[config.mk]
export PLATFORM = sky130hd
export DESIGN_NAME = pipe_skid_fifo
export DESIGN_NICKNAME = d
export VERILOG_FILES = /design/src/rtl/pipe_skid_fifo.sv
export SDC_FILE = /design/constraint.sdc
export NUM_CORES = 1
export LEC_CHECK = 0
export ABC_AREA = 1
export CAP_MARGIN = 5
export CORE_ASPECT_RATIO = 0.6
export CORE_MARGIN = 2
export CORE_UTILIZATION = 50
export CTS_CLUSTER_DIAMETER = 40
export DETAILED_ROUTE_END_ITERATION = 10
export HOLD_SLACK_MARGIN = 0.12
export PLACE_DENSITY_LB_ADDON = 0.3
export SYNTH_ARGS = -nofsm -noshare
export SYNTH_HDL_FRONTEND = slang
export SYNTH_SLANG_ARGS = --single-unit
[constraint.sdc]
create_clock -name clk -period 1.45 [get_ports clk]
set_input_delay 0.145 -clock clk [delete_from_list [all_inputs] [get_ports clk]]
set_output_delay 0.145 -clock clk [all_outputs]
set_load 0.01 [all_outputs]
[src/rtl/pipe_skid_fifo.sv]
// Circular-buffer FIFO with a registered upstream ready, optional zero-latency
// pass-through when empty, and synchronous flush.
module pipe_skid_fifo #(
    parameter int L      = 8,
    parameter int DEPTH  = 4,
    parameter int BYPASS = 1
) (
    input  logic                         clk,
    input  logic                         rst,
    input  logic                         flush,
    input  logic                         valid_f,
    output logic                         ready_f,
    input  logic [L-1:0]                 data_f,
    output logic                         valid_b,
    input  logic                         ready_b,
    output logic [L-1:0]                 data_b,
    output logic [$clog2(DEPTH+1)-1:0]   count
);

    localparam int CW = $clog2(DEPTH + 1);
    localparam int PW = (DEPTH > 1) ? $clog2(DEPTH) : 1;

    logic [L-1:0]  mem_q [DEPTH];
    logic [PW-1:0] wr_ptr_q, wr_ptr_d;
    logic [PW-1:0] rd_ptr_q, rd_ptr_d;
    logic [CW-1:0] count_q, count_d;
    logic          ready_f_q, ready_f_d;

    logic stored;
    logic push;
    logic pop;
    logic write;
    logic read;

    // NOTE: every signal gets a default at the top so no path leaves it unassigned (no latches).
    always_comb begin
        stored  = (count_q != '0);
        push    = valid_f & ready_f_q & ~flush;
        valid_b = 1'b0;
        data_b  = data_f;

        if (stored) begin
            valid_b = ~flush;
            data_b  = mem_q[rd_ptr_q];
        end else if (BYPASS != 0) begin
            valid_b = push;
        end

        pop   = valid_b & ready_b;
        // An empty-buffer pop can only be the bypassed beat itself, so it skips storage.
        write = push & ~(~stored & pop);
        read  = pop & stored;

        wr_ptr_d = wr_ptr_q;
        rd_ptr_d = rd_ptr_q;
        count_d  = count_q;

        if (write) wr_ptr_d = (wr_ptr_q == PW'(DEPTH - 1)) ? '0 : wr_ptr_q + PW'(1);
        if (read)  rd_ptr_d = (rd_ptr_q == PW'(DEPTH - 1)) ? '0 : rd_ptr_q + PW'(1);
        if (write && !read)      count_d = count_q + CW'(1);
        else if (read && !write) count_d = count_q - CW'(1);

        if (flush) begin
            wr_ptr_d = '0;
            rd_ptr_d = '0;
            count_d  = '0;
        end

        ready_f_d = (count_d < CW'(DEPTH)) & ~flush;
    end

    // NOTE: state flops use non-blocking assignments so all updates land together at the edge.
    always_ff @(posedge clk or negedge rst) begin
        if (!rst) begin
            wr_ptr_q  <= '0;
            rd_ptr_q  <= '0;
            count_q   <= '0;
            ready_f_q <= 1'b1;
        end else begin
            wr_ptr_q  <= wr_ptr_d;
            rd_ptr_q  <= rd_ptr_d;
            count_q   <= count_d;
            ready_f_q <= ready_f_d;
        end
    end

    // NOTE: storage is reset to zero here; flush leaves contents alone and only moves pointers.
    always_ff @(posedge clk or negedge rst) begin
        if (!rst) begin
            for (int i = 0; i < DEPTH; i++) mem_q[i] <= '0;
        end else if (write) begin
            mem_q[wr_ptr_q] <= data_f;
        end
    end

    assign ready_f = ready_f_q;
    assign count   = count_q;

endmodule

# --- After elaboration in Yosys (flattened, before gate mapping) ---
# Cells that the tools add are included.
word_totals:
  wordCells: 55
  in_bits: 13
  out_inout_bits: 13
  reg_bits: 40
classes:
  magnitude_cmp: 4
  bitwise: 12
  n_mux: 17
  eq_ne: 2
  n_addsub: 4
  reduce_logical: 8
ops:
  columns: ["operator", "n"]
  rows:
  - ["$bwmux W32", 1]
  - ["$mux W8", 4]
  - ["$bmux W8 S2", 1]
  - ["$demux W8 S2", 1]
  - ["$mux W2", 6]
  - ["$mux W3", 3]
  - ["$and A1 B1 Y1", 7]
  - ["$ge A3 B3 Y1 const B", 2]
  - ["$not A2 Y3", 2]
  - ["$add A2 B1 Y2 const B", 2]
  - ["$eq A2 B2 Y1 const B", 2]
  - ["$reduce_bool A2 Y1", 2]
  - ["$add A3 B1 Y3 const B", 1]
  - ["$logic_and A1 B1 Y1", 3]
  - ["$lt A3 B1 Y1 const B", 1]
  - ["$lt A3 B3 Y1 const B", 1]
  - ["$not A1 Y1", 3]
  - ["$reduce_bool A3 Y1", 1]
  - ["$sub A3 B1 Y3 const B", 1]
  - ["$logic_not A1 Y1", 2]
  - ["$mux W1", 1]

# --- Logic depth before layout (Yosys ltp) ---
# Gate-level depths: netlist of run 1.
logic_depth:
  ltp_word: 14
  depth_mapped: 11

# --- Worst setup path before layout of run 1 ---
# OpenSTA, ideal clock, no wires.
synth_timing:
  path_type: "register -> output"
  startpoint: "register count_q[0], in the netlist count[0]"
  endpoint: "output data_b[5]"
  arrival_time_ps: 1385
  path_stages_with_launch: 9
  t_required_ps: 1305
  path_slack_ps: -80
  path_cell_list: "dfrtp_1 -> inv_1 -> ha_1 -> inv_1 -> nor2_4 -> inv_1 -> clkbuf_1 -> nand2_1 -> o21ai_0"
synth_via:
  elab_chain_cells: 2
synth_rtl:
  columns: ["item", "line_no", "text"]
  rows:
  - ["start, declared", "26", "logic [CW-1:0] count_q, count_d;"]
  - ["start signal, assigned", "82", "count_q <= count_d;"]
  - ["$reduce_bool A3 Y1", "37", "stored = (count_q != '0);"]
  - ["$mux W8", "42", "if (stored) begin"]
  - ["end, declared", "16", "output logic [L-1:0] data_b,"]
# Every way passes these cells.

# --- Worst setup path in the final report of run 1 ---
layout_timing:
  startpoint: "register count_q[0], in the netlist count[0]"
  endpoint: "output data_b[3]"
# The elaborated chain is that of the path after synthesis.

==> results of run 1 <==
what timing repair did:
| action | 4_1_cts | 5_1_grt |
|---|---|---|
| pin swaps | 2 | 10 |
| hold endpoints to repair | 39 | 0 |
| resized for setup | 83 | 50 |
| endpoints found under the setup margin | 48 | 50 |
| cloned | 6 | 0 |
| hold buffers | 1 | 0 |
| setup buffers | 14 | 5 |
routing by layer:
metal | GRT usage [%] | vias up | wire length (um)
met3 | 6.79 | 38 | 629
met4 | 13.1 | 0 | 358
met2 | 44.1 | 147 | 3320
li1 | - | 940 | -
met1 | 41.3 | 1034 | 3100
met5 | 0 | - | 0
registers in the layout (all words and copies together) (netlist names):
signal / count
count: 3
mem_q: 32
wr_ptr_q: 2
rd_ptr_q: 2
ready_f: 1
cells by family (layout without fill, tap and decap cells):
logic type / count (synthesis) / after routing / synth area share, %
and+or+nand+nor: 85 / 89 / 17.9
DFF: 40 / 40 / 47.6
adders and majority gates: 8 / 8 / 4.76
AOI/OAI and AO/OA: 76 / 76 / 21.6
buffers and inverters: 31 / 98 / 8.14
power groups by stage:
| stage | Clock [uW] | Combinational (uW) | Sequential (uW) |
|---|---|---|---|
| 5_1_grt | 983 | 3190 | 1780 |
| 4_1_cts | 910 | 2460 | 1670 |
| 3_5_place_dp | 0 | 2100 | 1680 |
| 2_1_floorplan | 0 | 1240 | 1660 |
| 3_3_place_gp | 0 | 2030 | 1670 |
| 6_report | 925 | 3000 | 1760 |
worst max-delay path: cells and delay by family, from the launching register on:
family,cells,cell delay (ps)
AO/OA/AOI/OAI,1,90
adder cells (fa/ha/maj),1,150
buffers and inverters,6,640
flip-flops,1,400
AND/OR/NAND/NOR,2,220
stage by stage:
stage          power (uW)  std cells  hold WS [ps]
2_1_floorplan        2900        240          -151
3_3_place_gp         3700        338           231
3_5_place_dp         3780        338           231
4_1_cts              5040        367           432
5_1_grt              5960        371           426
6_report             5680        371           421
layout make-up:
class | count | area (um^2) | share of cell area (%)
flip-flops and latches | 40 | 1000 | 31.7
repair buffers | 66 | 603 | 19.1
repair inverters | 2 | 23.8 | 0.752
clock inverters | 2 | 35.0 | 1.11
inverters | 22 | 101 | 3.20
well taps | 60 | 75.1 | 2.37
clock buffers | 6 | 72.6 | 2.29
multi-input cells | 173 | 1250 | 39.5
final timing paths:
check | startpoint | end | slack (ps) | cells past startpoint
worst max-delay path | count[0]$_DFFE_PN0P_ | data_b[3] | -510 | 10
worst min-delay path | flush | ready_f$_DFF_PN1_ | 420 | 2
worst max register to register | count[0]$_DFFE_PN0P_ | mem_q[0]$_DFFE_PN0P_ | -460 | 14
worst min register to register | mem_q[9]$_DFFE_PN0P_ | mem_q[9]$_DFFE_PN0P_ | 480 | 2
max in group asynchronous | rst | count[2]$_DFF_PN0_ | 640 | 3
min in group asynchronous | rst | rd_ptr_q[1]$_DFFE_PN0P_ | 430 | 3
cell usage in the layout, fill, tap and decap left out, types with 2 or more instances in the layout:
master,netlist,layout
o22ai_1,8,8
o21ai_2,17,23
nand2_4,5,10
nand2_1,55,27
nand2_2,0,18
dlygate4sd2_1,0,3
buf_4,0,29
o21ai_0,33,19
dfrtp_1,39,38
clkbuf_8,0,5
nor2_1,20,19
buf_2,2,10
inv_1,21,15
clkinvlp_4,0,2
nand2_8,0,9
ha_1,8,7
o21ai_1,15,23
a21oi_2,0,2
buf_12,0,6
clkdlybuf4s50_1,0,11
buf_6,6,5
nor2_4,2,3
inv_2,0,4
==> qor.csv, run 1 <==
stage,metric,value,unit
sta,setup_viol,47,
sta,drv_slew,0,
die,io-pin-count,26,
routing,first_pass_iters,5,
logic_synthesis,synthesis.nets,261,
sta,worst_pin_slew,520,ps
routing,vias,2159,
clocking,clock_latency,310,ps
sta,rsz0062_at_grt,true,
routing,drc,0,
grt,grt_pass1_vias,1952,
logic_synthesis,synth_top_area_share,46.4,%
logic_synthesis,ys.flop_type,dfrtp_1,
setup_path,required,1310,ps
logic_synthesis,synthTopCellsByCount,"55 x nand2_1, 39 x dfrtp_1, 33 x o21ai_0",
sta,fmax,510,MHz
logic_synthesis,yosysSeqAreaShare,47.6,%
grt,grt_usage,29.4,%
logic_synthesis,ys_async_sr_fraction,100,%
power_and_ir_drop,switching_share,41.7,%
status,status,"complete, but fails checks",
placement,io_buffers,25,
layout,fin_nets,331,
grt,overflow,0,
power_and_ir_drop,clockPowerShare,16.3,%
grt,grt_antenna_before_repair,0,
routing,wirelength,7.41,mm
sta,min_period_over_period,135,%
routing,avgViaCountPerCell,5.82,
clocking,tritoncts,yes,
routing,ant_nets,0,
placement,post_dp_cell_area,2520,um^2
placement,hpwl,3.46,mm
clocking,numCtsBuffers,5,
status,violations,negative setup slack,
power_and_ir_drop,p_int,3310,uW
placement,place_congestion,0.864,
die,rows,18,
logic_synthesis,synth-edff-count,0,
logic_synthesis,syn_inst,240,
logic_synthesis,synth_cell_types,20,
die,start_util,51.6,%
layout,antenna_cells,0,
setup_path,slowest_stage,dfrtp_1,
setup_path,criticalPathCategory,reg -> out,
clocking,clkSinkCount,40,
flow_run,cap_violations,0,
logic_synthesis,synthTopCellsByArea,"dfrtp_1 46%, nand2_1 9.8%, o21ai_0 7.8%",
sta,period_minus_slack,1960,ps
routing,routedWlPerCell,20.0,um
clocking,cts.path.max_buffers,2,
layout,fillers,244,
setup_path,crit_path_end_kind,output port,
die,dieArea,4760,um^2
die,die_w,87.8,um
sta,fin_setup_tns,-18440,ps
logic_synthesis,synth.most_common_cell,nand2_1,
power_and_ir_drop,power.switching,2370,uW
power_and_ir_drop,combPwrFrac,52.8,%
sta,finClkSkew,9.61,ps
power_and_ir_drop,max-vdd-ir-drop,0.000934,V
placement,place_ws,-491,ps
setup_path,critPathMaxFanout,7,
clocking,clk_pin_slew,80,ps
clocking,htreeDepth,2,
grt,grt_pass1_wl,10.0,mm
sta,layout_setup_ws,-510,ps
setup_path,startpoint_type,register,
logic_synthesis,ys_ff_latch,40,
die,coreArea,4080,um^2
logic_synthesis,ys.warnings.count,0,
setup_path,arrival,1810,ps
layout,final_util,77.6,%
layout,area_growth,50.3,%
layout,stdcell_area,3160,um^2
min_path,hold_path_class,in -> reg,
routing,drt_first_iter_violations,294,
layout,drive_gt1_share,43.7,%
logic_synthesis,synth.cell_area,2100,um^2
logic_synthesis,yosys.area.top_type,dfrtp_1,
setup_path,cp_cell_sequence,inv_2 -> ha_4 -> inv_4 -> nor2_4 -> buf_6 -> clkinvlp_4 -> buf_6 -> nand2_1 -> o21ai_1 -> buf_2,
logic_synthesis,syn_avg_cell_area,8.77,um^2
setup_path,critPathMostFrequentCell,buf_6,
die,fp.dieH,54.3,um
sta,hold_violations,0,
setup_path,cp_slowest_stage_delay,400,ps
power_and_ir_drop,seqPwrFrac,31.0,%
grt,grt_start_max_net_pins,41,
power_and_ir_drop,p_per_area,1800,nW/um^2
power_and_ir_drop,p_leak,0.00148,uW
clocking,cts_root_buf,clkbuf_8,
sta,relSlewSlack,65.3,%
Note: power is estimated with default switching activity, not from simulation.
==> inputs of run 2 (changes only) <==
--- a/config.mk
+++ b/config.mk
@@ -5,11 +5,10 @@
 export SDC_FILE = /design/constraint.sdc
 export NUM_CORES = 1
 export LEC_CHECK = 0
-export ABC_AREA = 1
 export CAP_MARGIN = 5
 export CORE_ASPECT_RATIO = 0.6
 export CORE_MARGIN = 2
-export CORE_UTILIZATION = 50
+export CORE_UTILIZATION = 49
 export CTS_CLUSTER_DIAMETER = 40
 export DETAILED_ROUTE_END_ITERATION = 10
 export HOLD_SLACK_MARGIN = 0.12
==> run 2 against run 1 <==
Net effect:
- the flow still finishes with violations (negative setup slack)
- first-iteration DRC count is 66% lower
- critical endpoint is now mem_q[28]$_DFFE_PN0P_
- sequential share of layout area is 2.0 points higher
- critical path depth is 1 lower
- clock skew hardly changed
- clock-buffer cell count is 1 higher
- cell area is 6.0% lower
- critical path type is now reg -> reg
- via count is 26% lower
==> qor.csv, run 2 <==
stage,metric,value,unit,change
power_and_ir_drop,seqPwrFrac,32.0,%,was 31.0%
sta,worst_pin_slew,511,ps,was 520 ps
routing,drc,0,,unchanged
die,fp.dieH,53.6,um,was 54.3 um
die,die_w,86.6,um,was 87.8 um
logic_synthesis,synthAdderAreaFrac,4.99,%,was 4.76%
clocking,cts_root_buf,clkbuf_8,,unchanged
power_and_ir_drop,p_int,3390,uW,was 3310 uW
min_path,hold_path_class,in -> async,,was in -> reg
power_and_ir_drop,max-vdd-ir-drop,0.000768,V,was 0.000934 V
setup_path,startpoint_type,register,,unchanged
logic_synthesis,yosysSeqAreaShare,50.0,%,was 47.6%
layout,top_register,mem_q,,unchanged
layout,drive_gt1_share,58.3,%,was 43.7%
logic_synthesis,synth_top_family_by_area,multiplexers,,was compound AO/OA/AOI/OAI gates
logic_synthesis,synth_cell_types,29,,was 20
sta,rsz0062_at_grt,true,,unchanged
clocking,clock_latency,300,ps,was 310 ps
logic_synthesis,synth.cell_area,2010,um^2,was 2100 um^2
layout,final_cell_mix,"39 x dfrtp_1, 35 x buf_4, 31 x mux2_2, 24 x nand2_1, 12 x buf_6",,"was 38 x dfrtp_1, 29 x buf_4, 27 x nand2_1, 23 x o21ai_1, 23 x o21ai_2"
grt,grt_start_max_net_pins,22,,was 41
status,status,"complete, but fails checks",,unchanged
setup_path,arrival,2040,ps,was 1810 ps
setup_path,criticalPathCategory,reg -> reg,,was reg -> out
sta,fmax,540,MHz,was 510 MHz
setup_path,crit_path_end_kind,register,,was output port
die,start_util,53.0,%,was 51.6%
power_and_ir_drop,p_leak,0.00148,uW,about the same
clocking,htreeDepth,2,,unchanged
routing,vias,1600,,"was 2,159"
logic_synthesis,syn_inst,158,,was 240
sta,min_period_over_period,128,%,was 135%
status,violations,negative setup slack,,unchanged
clocking,numCtsBuffers,5,,unchanged
routing,drt_first_iter_violations,99,,was 294
grt,grt_antenna_before_repair,0,,unchanged
routing,avgViaCountPerCell,5.67,,was 5.82
layout,fin_nets,255,,was 331
clocking,tritoncts,yes,,unchanged
power_and_ir_drop,switching_share,32.7,%,was 41.7%
logic_synthesis,synthMuxAreaShare,27.9,%,was 0%
layout,largest_reg_flops,32,,unchanged
logic_synthesis,syn_avg_cell_area,12.7,um^2,was 8.77 um^2
grt,grt_pass1_vias,1779,,"was 1,952"
layout,area_growth,48.3,%,was 50.3%
grt,grt_pass1_wl,8.90,mm,was 10.0 mm
sta,layout_setup_ws,-402,ps,was -510 ps
logic_synthesis,ys.flop_type,dfrtp_1,,unchanged
clocking,clkSinkCount,40,,unchanged
die,rows,17,,was 18
power_and_ir_drop,combPwrFrac,47.8,%,was 52.8%
setup_path,required,1640,ps,was 1310 ps
sta,drv_slew,0,,unchanged
flow_run,cap_violations,0,,unchanged
logic_synthesis,ys_ff_latch,40,,unchanged
setup_path,critPathMaxFanout,8,,was 7
logic_synthesis,synthTopCellsByArea,"dfrtp_1 49%, mux2_2 17%, mux4_2 9.0%",,"was dfrtp_1 46%, nand2_1 9.8%, o21ai_0 7.8%"
layout,antenna_cells,0,,unchanged
logic_synthesis,yosys.area.top_type,dfrtp_1,,unchanged
layout,final_common_cell,dfrtp_1,,unchanged
clocking,cts.path.max_buffers,2,,unchanged
sta,holdWs,342,ps,was 421 ps
logic_synthesis,ys.warnings.count,0,,unchanged
routing,routedWlPerCell,20.1,um,was 20.0 um
clocking,clk_pin_slew,80,ps,about the same
die,io-pin-count,26,,unchanged
placement,io_buffers,25,,unchanged
routing,ant_nets,0,,unchanged
sta,finClkSkew,10.0,ps,was 9.61 ps
power_and_ir_drop,power.switching,1650,uW,was 2370 uW
grt,grt_usage,26.8,%,was 29.4%
die,coreArea,3790,um^2,was 4080 um^2
power_and_ir_drop,p_per_area,1690,nW/um^2,was 1800 nW/um^2
sta,hold_violations,0,,unchanged
logic_synthesis,synth.most_common_cell,dfrtp_1,,was nand2_1
logic_synthesis,synth_compound_area_share,4.30,%,was 21.6%
logic_synthesis,synthTopCellsByCount,"39 x dfrtp_1, 31 x mux2_2, 31 x nand2_1",,"was 55 x nand2_1, 39 x dfrtp_1, 33 x o21ai_0"
layout,final_util,78.6,%,was 77.6%
sta,period_minus_slack,1850,ps,was 1960 ps
logic_synthesis,ys_async_sr_fraction,100,%,unchanged
logic_synthesis,synth-simple-area-share,10.5,%,was 17.9%
logic_synthesis,synth-edff-count,0,,unchanged
sta,relSlewSlack,66.0,%,was 65.3%
power_and_ir_drop,clockPowerShare,20.2,%,was 16.3%
logic_synthesis,synthesis.nets,179,,was 261
routing,first_pass_iters,4,,was 5
placement,place_congestion,0.800,,was 0.864
routing,wirelength,5.67,mm,was 7.41 mm
logic_synthesis,synth_xor_area_share,0,%,unchanged
sta,setup_viol,49,,was 47
placement,hpwl,3.60,mm,was 3.46 mm
logic_synthesis,synth_top_area_share,48.7,%,was 46.4%
grt,overflow,0,,unchanged
die,dieArea,4640,um^2,was 4760 um^2
-- run 2: per-stage QoR --
step / setup WS (ps) / power [uW] / instances / area, um^2 / setup TNS [ps]
floorplan: -459 / 2640 / 158 / 2040 / -13800
global placement: -408 / 3510 / 258 / 2580 / -15040
global route: -448 / 5260 / 282 / 2970 / -17960
finish: -402 / 5040 / 282 / 2970 / -15560
CTS: -401 / 4830 / 280 / 2900 / -15540
detailed placement: -487 / 3620 / 258 / 2580 / -19330
-- run 2: critical path, cell delays in order (launching register included) --
cell,delay [ps]
dfrtp_1,390
inv_2,70
ha_4,160
nor2b_4,130
buf_12,130
a211oi_4,190
buf_6,160
buf_6,120
nand2_8,80
mux2_4,300
-- run 2: power by group through the flow --
stage	clock network [uW]	logic [uW]	registers (uW)
final	1020	2410	1610
after floorplan	0	1080	1560
after global routing	1050	2570	1640
after detailed placement	0	2010	1610
after global placement	0	1920	1580
after CTS	1030	2210	1600
-- run 2: final timing paths --
kind                                         end  cells past startpoint  slack, ps                   from
max                        mem_q[28]$_DFFE_PN0P_                      9       -400   count[0]$_DFFE_PN0P_
min                        mem_q[17]$_DFFE_PN0P_                      2        340                    rst
max reg2reg                mem_q[28]$_DFFE_PN0P_                      9       -400   count[0]$_DFFE_PN0P_
min reg2reg                mem_q[29]$_DFFE_PN0P_                      1        510  mem_q[29]$_DFFE_PN0P_
max in group asynchronous      ready_f$_DFF_PN1_                      3        530                    rst
min in group clk           mem_q[29]$_DFFE_PN0P_                      1        510  mem_q[29]$_DFFE_PN0P_
-- run 2: final cells by class --
class / instances / area (um^2)
clock buffers: 7 / 96.3
clock inverters: 1 / 30.0
fillers: 186 / 812
inverters: 5 / 18.8
multi-input cells: 108 / 1130
flip-flops and latches: 40 / 1000
well taps: 47 / 58.8
repair buffers: 74 / 638
-- run 2: cells by family after synthesis --
group | after synthesis
adders and majority gates | 8
AOI/OAI and AO/OA | 11
and+or+nand+nor | 47
DFF | 40
muxes | 42
buffers and inverters | 10
-- run 2: timing repair --
| action | CTS | global route |
|---|---|---|
| hold endpoints to repair | 20 | 0 |
| resized for setup | 66 | 16 |
| hold buffers | 1 | 0 |
| endpoints found under the setup margin | 53 | 49 |
| buffers inserted | 14 | 3 |
| pin swaps | 22 | 6 |
-- run 2: layer usage --
metal / wire length (um) / vias to the layer above / track usage, %
met5: 0 / - / 0
met4: 142 / 0 / 11.5
met3: 269 / 14 / 6.90
met2: 2830 / 50 / 48.2
met1: 2430 / 827 / 31.4
li1: - / 709 / -
==> inputs of run 3 (changes only) <==
--- a/config.mk
+++ b/config.mk
@@ -12,7 +12,7 @@
 export CTS_CLUSTER_DIAMETER = 40
 export DETAILED_ROUTE_END_ITERATION = 10
 export HOLD_SLACK_MARGIN = 0.12
-export PLACE_DENSITY_LB_ADDON = 0.3
+export PLACE_DENSITY = 0.71
 export SYNTH_ARGS = -nofsm -noshare
 export SYNTH_HDL_FRONTEND = slang
 export SYNTH_SLANG_ARGS = --single-unit
==> run 3 against run 2 <==
Net effect:
- the run still ends with negative setup slack left
- utilization down 1.2 points
- clock power down 11%
- sequential cell count unchanged
- cell count down 1.4%
- sequential power about the same
- critical path type unchanged
==> qor.csv, run 3 (synthesis results as in run 2) <==
stage,metric,value,unit,change
setup_path,required,1640,ps,about the same
grt,grt_antenna_before_repair,0,,unchanged
routing,wl_met1,2.44,mm,was 2.43 mm
grt,grt_pass1_wl,7.52,mm,was 8.90 mm
power_and_ir_drop,power.switching,1560,uW,was 1650 uW
routing,drt_first_iter_violations,77,,was 99
power_and_ir_drop,seqPwrFrac,33.1,%,was 32.0%
layout,drive_gt1_share,56.3,%,was 58.3%
die,rows,17,,unchanged
layout,top_register,mem_q,,unchanged
clocking,clkSinkCount,40,,unchanged
min_path,hold_path_class,in -> async,,unchanged
layout,antenna_cells,0,,unchanged
layout,stdcell_area,2930,um^2,was 2970 um^2
setup_path,critPathMaxFanout,8,,unchanged
setup_path,r2r_cells,8,,was 9
placement,post_dp_cell_area,2560,um^2,was 2580 um^2
die,dieArea,4640,um^2,unchanged
sta,relSlewSlack,66.1,%,was 66.0%
flow_run,cap_violations,0,,unchanged
clocking,cts_root_buf,clkbuf_8,,unchanged
routing,dr.max_layer_used,met4,,unchanged
layout,largest_reg_flops,32,,unchanged
sta,min_period_over_period,125,%,was 128%
status,violations,negative setup slack,,unchanged
sta,period_minus_slack,1810,ps,was 1850 ps
power_and_ir_drop,fin_total_pwr,4800,uW,was 5040 uW
die,io-pin-count,26,,unchanged
clocking,tritoncts,yes,,unchanged
sta,drv_slew,0,,unchanged
die,coreArea,3790,um^2,unchanged
setup_path,r2r_setup_slack,-360,ps,was -400 ps
clocking,htreeDepth,2,,unchanged
grt,grt_pass1_vias,1509,,"was 1,779"
power_and_ir_drop,clockPowerShare,18.9,%,was 20.2%
clocking,numCtsBuffers,5,,unchanged
die,start_util,53.0,%,unchanged
layout,final_cell_mix,"39 x dfrtp_1, 31 x buf_4, 30 x mux2_2, 27 x nand2_1",,"was 39 x dfrtp_1, 35 x buf_4, 31 x mux2_2, 24 x nand2_1, 12 x buf_6"
grt,overflow,0,,unchanged
status,status,"complete, but fails checks",,unchanged
routing,first_pass_iters,5,,was 4
placement,place_congestion,0.835,,was 0.800
setup_path,startpoint_type,register,,unchanged
sta,worst_pin_slew,508,ps,was 511 ps
layout,fin_nets,251,,was 255
setup_path,arrival,2000,ps,was 2040 ps
sta,holdWs,428,ps,was 342 ps
placement,io_buffers,25,,unchanged
sta,rsz0062_at_grt,true,,unchanged
setup_path,rr_startpoint,count[0]$_DFFE_PN0P_,,unchanged
routing,ant_nets,0,,unchanged
clocking,clk_pin_slew,80,ps,about the same
sta,layout_setup_ws,-359,ps,was -402 ps
placement,hpwl,3.20,mm,was 3.60 mm
placement,place_ws,-428,ps,was -487 ps
layout,final_common_cell,dfrtp_1,,unchanged
power_and_ir_drop,max-vdd-ir-drop,0.00109,V,was 0.000768 V
power_and_ir_drop,p_int,3240,uW,was 3390 uW
routing,dr_wl_met2,2.33,mm,was 2.83 mm
routing,drc,0,,unchanged
routing,vias,1530,,"was 1,600"
sta,fmax,553,MHz,was 540 MHz
setup_path,criticalPathCategory,reg -> reg,,unchanged
power_and_ir_drop,switching_share,32.5,%,was 32.7%
setup_path,r2r_end,mem_q[29]$_DFFE_PN0P_,,was mem_q[28]$_DFFE_PN0P_
sta,hold_violations,0,,unchanged
grt,grt_usage,22.8,%,was 26.8%
layout,final_util,77.4,%,was 78.6%
power_and_ir_drop,combPwrFrac,48.0,%,was 47.8%
power_and_ir_drop,p_per_area,1640,nW/um^2,was 1690 nW/um^2
routing,wirelength,5.12,mm,was 5.67 mm
sta,finClkSkew,3.49,ps,was 10.0 ps
routing,wl_met3,256,um,was 269 um
sta,setup_viol,48,,was 49
power_and_ir_drop,p_leak,0.00143,uW,was 0.00148 uW
layout,area_growth,46.1,%,was 48.3%
grt,grt_start_max_net_pins,41,,was 22
setup_path,crit_path_end_kind,register,,unchanged
clocking,clock_latency,300,ps,about the same
die,die_w,86.6,um,unchanged
routing,avgViaCountPerCell,5.50,,was 5.67
routing,routedWlPerCell,18.4,um,was 20.1 um
clocking,cts.path.max_buffers,2,,unchanged
die,fp.dieH,53.6,um,unchanged
## run 3: metal layers
layer / GRT usage (%) / vias to the layer above
met5: 0 / -
met4: 5.47 / 0
met3: 6.60 / 11
met2: 35.1 / 48
met1: 32.5 / 767
li1: - / 704
## run 3: repair_timing
action | 4_1_cts | 5_1_grt
gates resized for setup | 59 | 27
pin swaps | 16 | 9
setup endpoints to repair | 52 | 49
endpoints found under the hold margin | 39 | 0
setup buffers | 9 | 6
hold buffers | 1 | 0
## run 3: critical path, cell delays in order (launching register included)
cell and delay [ps]:
dfrtp_1 380, inv_2 60, ha_4 150, nor2b_4 130, buf_12 130, a211oi_4 200
buf_6 230, nand2_8 110, mux2_4 310
## run 3: per-stage QoR
stage	std cells	TNS, ps
after floorplan	158	-13800
after global placement	257	-14830
after detailed placement	257	-16300
after CTS	273	-13090
after global routing	278	-17670
final	278	-14580
## run 3: worst max-delay path by stage
stage	from	end	slack, ps	depth (start not counted)
finish	count[0]$_DFFE_PN0P_	mem_q[29]$_DFFE_PN0P_	-360	8
CTS	rd_ptr_q[0]$_DFFE_PN0P_	data_b[7]	-330	6
floorplan	count[1]$_DFFE_PN0P_	mem_q[28]$_DFFE_PN0P_	-460	7
global placement	count[0]$_DFFE_PN0P_	mem_q[28]$_DFFE_PN0P_	-400	7
global route	count[0]$_DFFE_PN0P_	mem_q[28]$_DFFE_PN0P_	-420	8
detailed placement	count[0]$_DFFE_PN0P_	mem_q[28]$_DFFE_PN0P_	-430	7
## run 3: layout make-up
type / count / area (um^2)
Tap cell: 47 / 58.8
Multi-Input combinational cell: 108 / 1150
Inverter: 5 / 18.8
Sequential cell: 40 / 1000
Fill cell: 229 / 856
Clock buffer: 6 / 72.6
Timing Repair Buffer: 70 / 593
Clock inverter: 2 / 35.0
## run 3: power groups by stage
stage	registers [uW]	clock network, uW	logic, uW
after floorplan	1560	0	1080
after global placement	1580	0	1910
after detailed placement	1600	0	1970
after CTS	1580	915	2030
after global routing	1620	960	2480
final	1590	907	2300
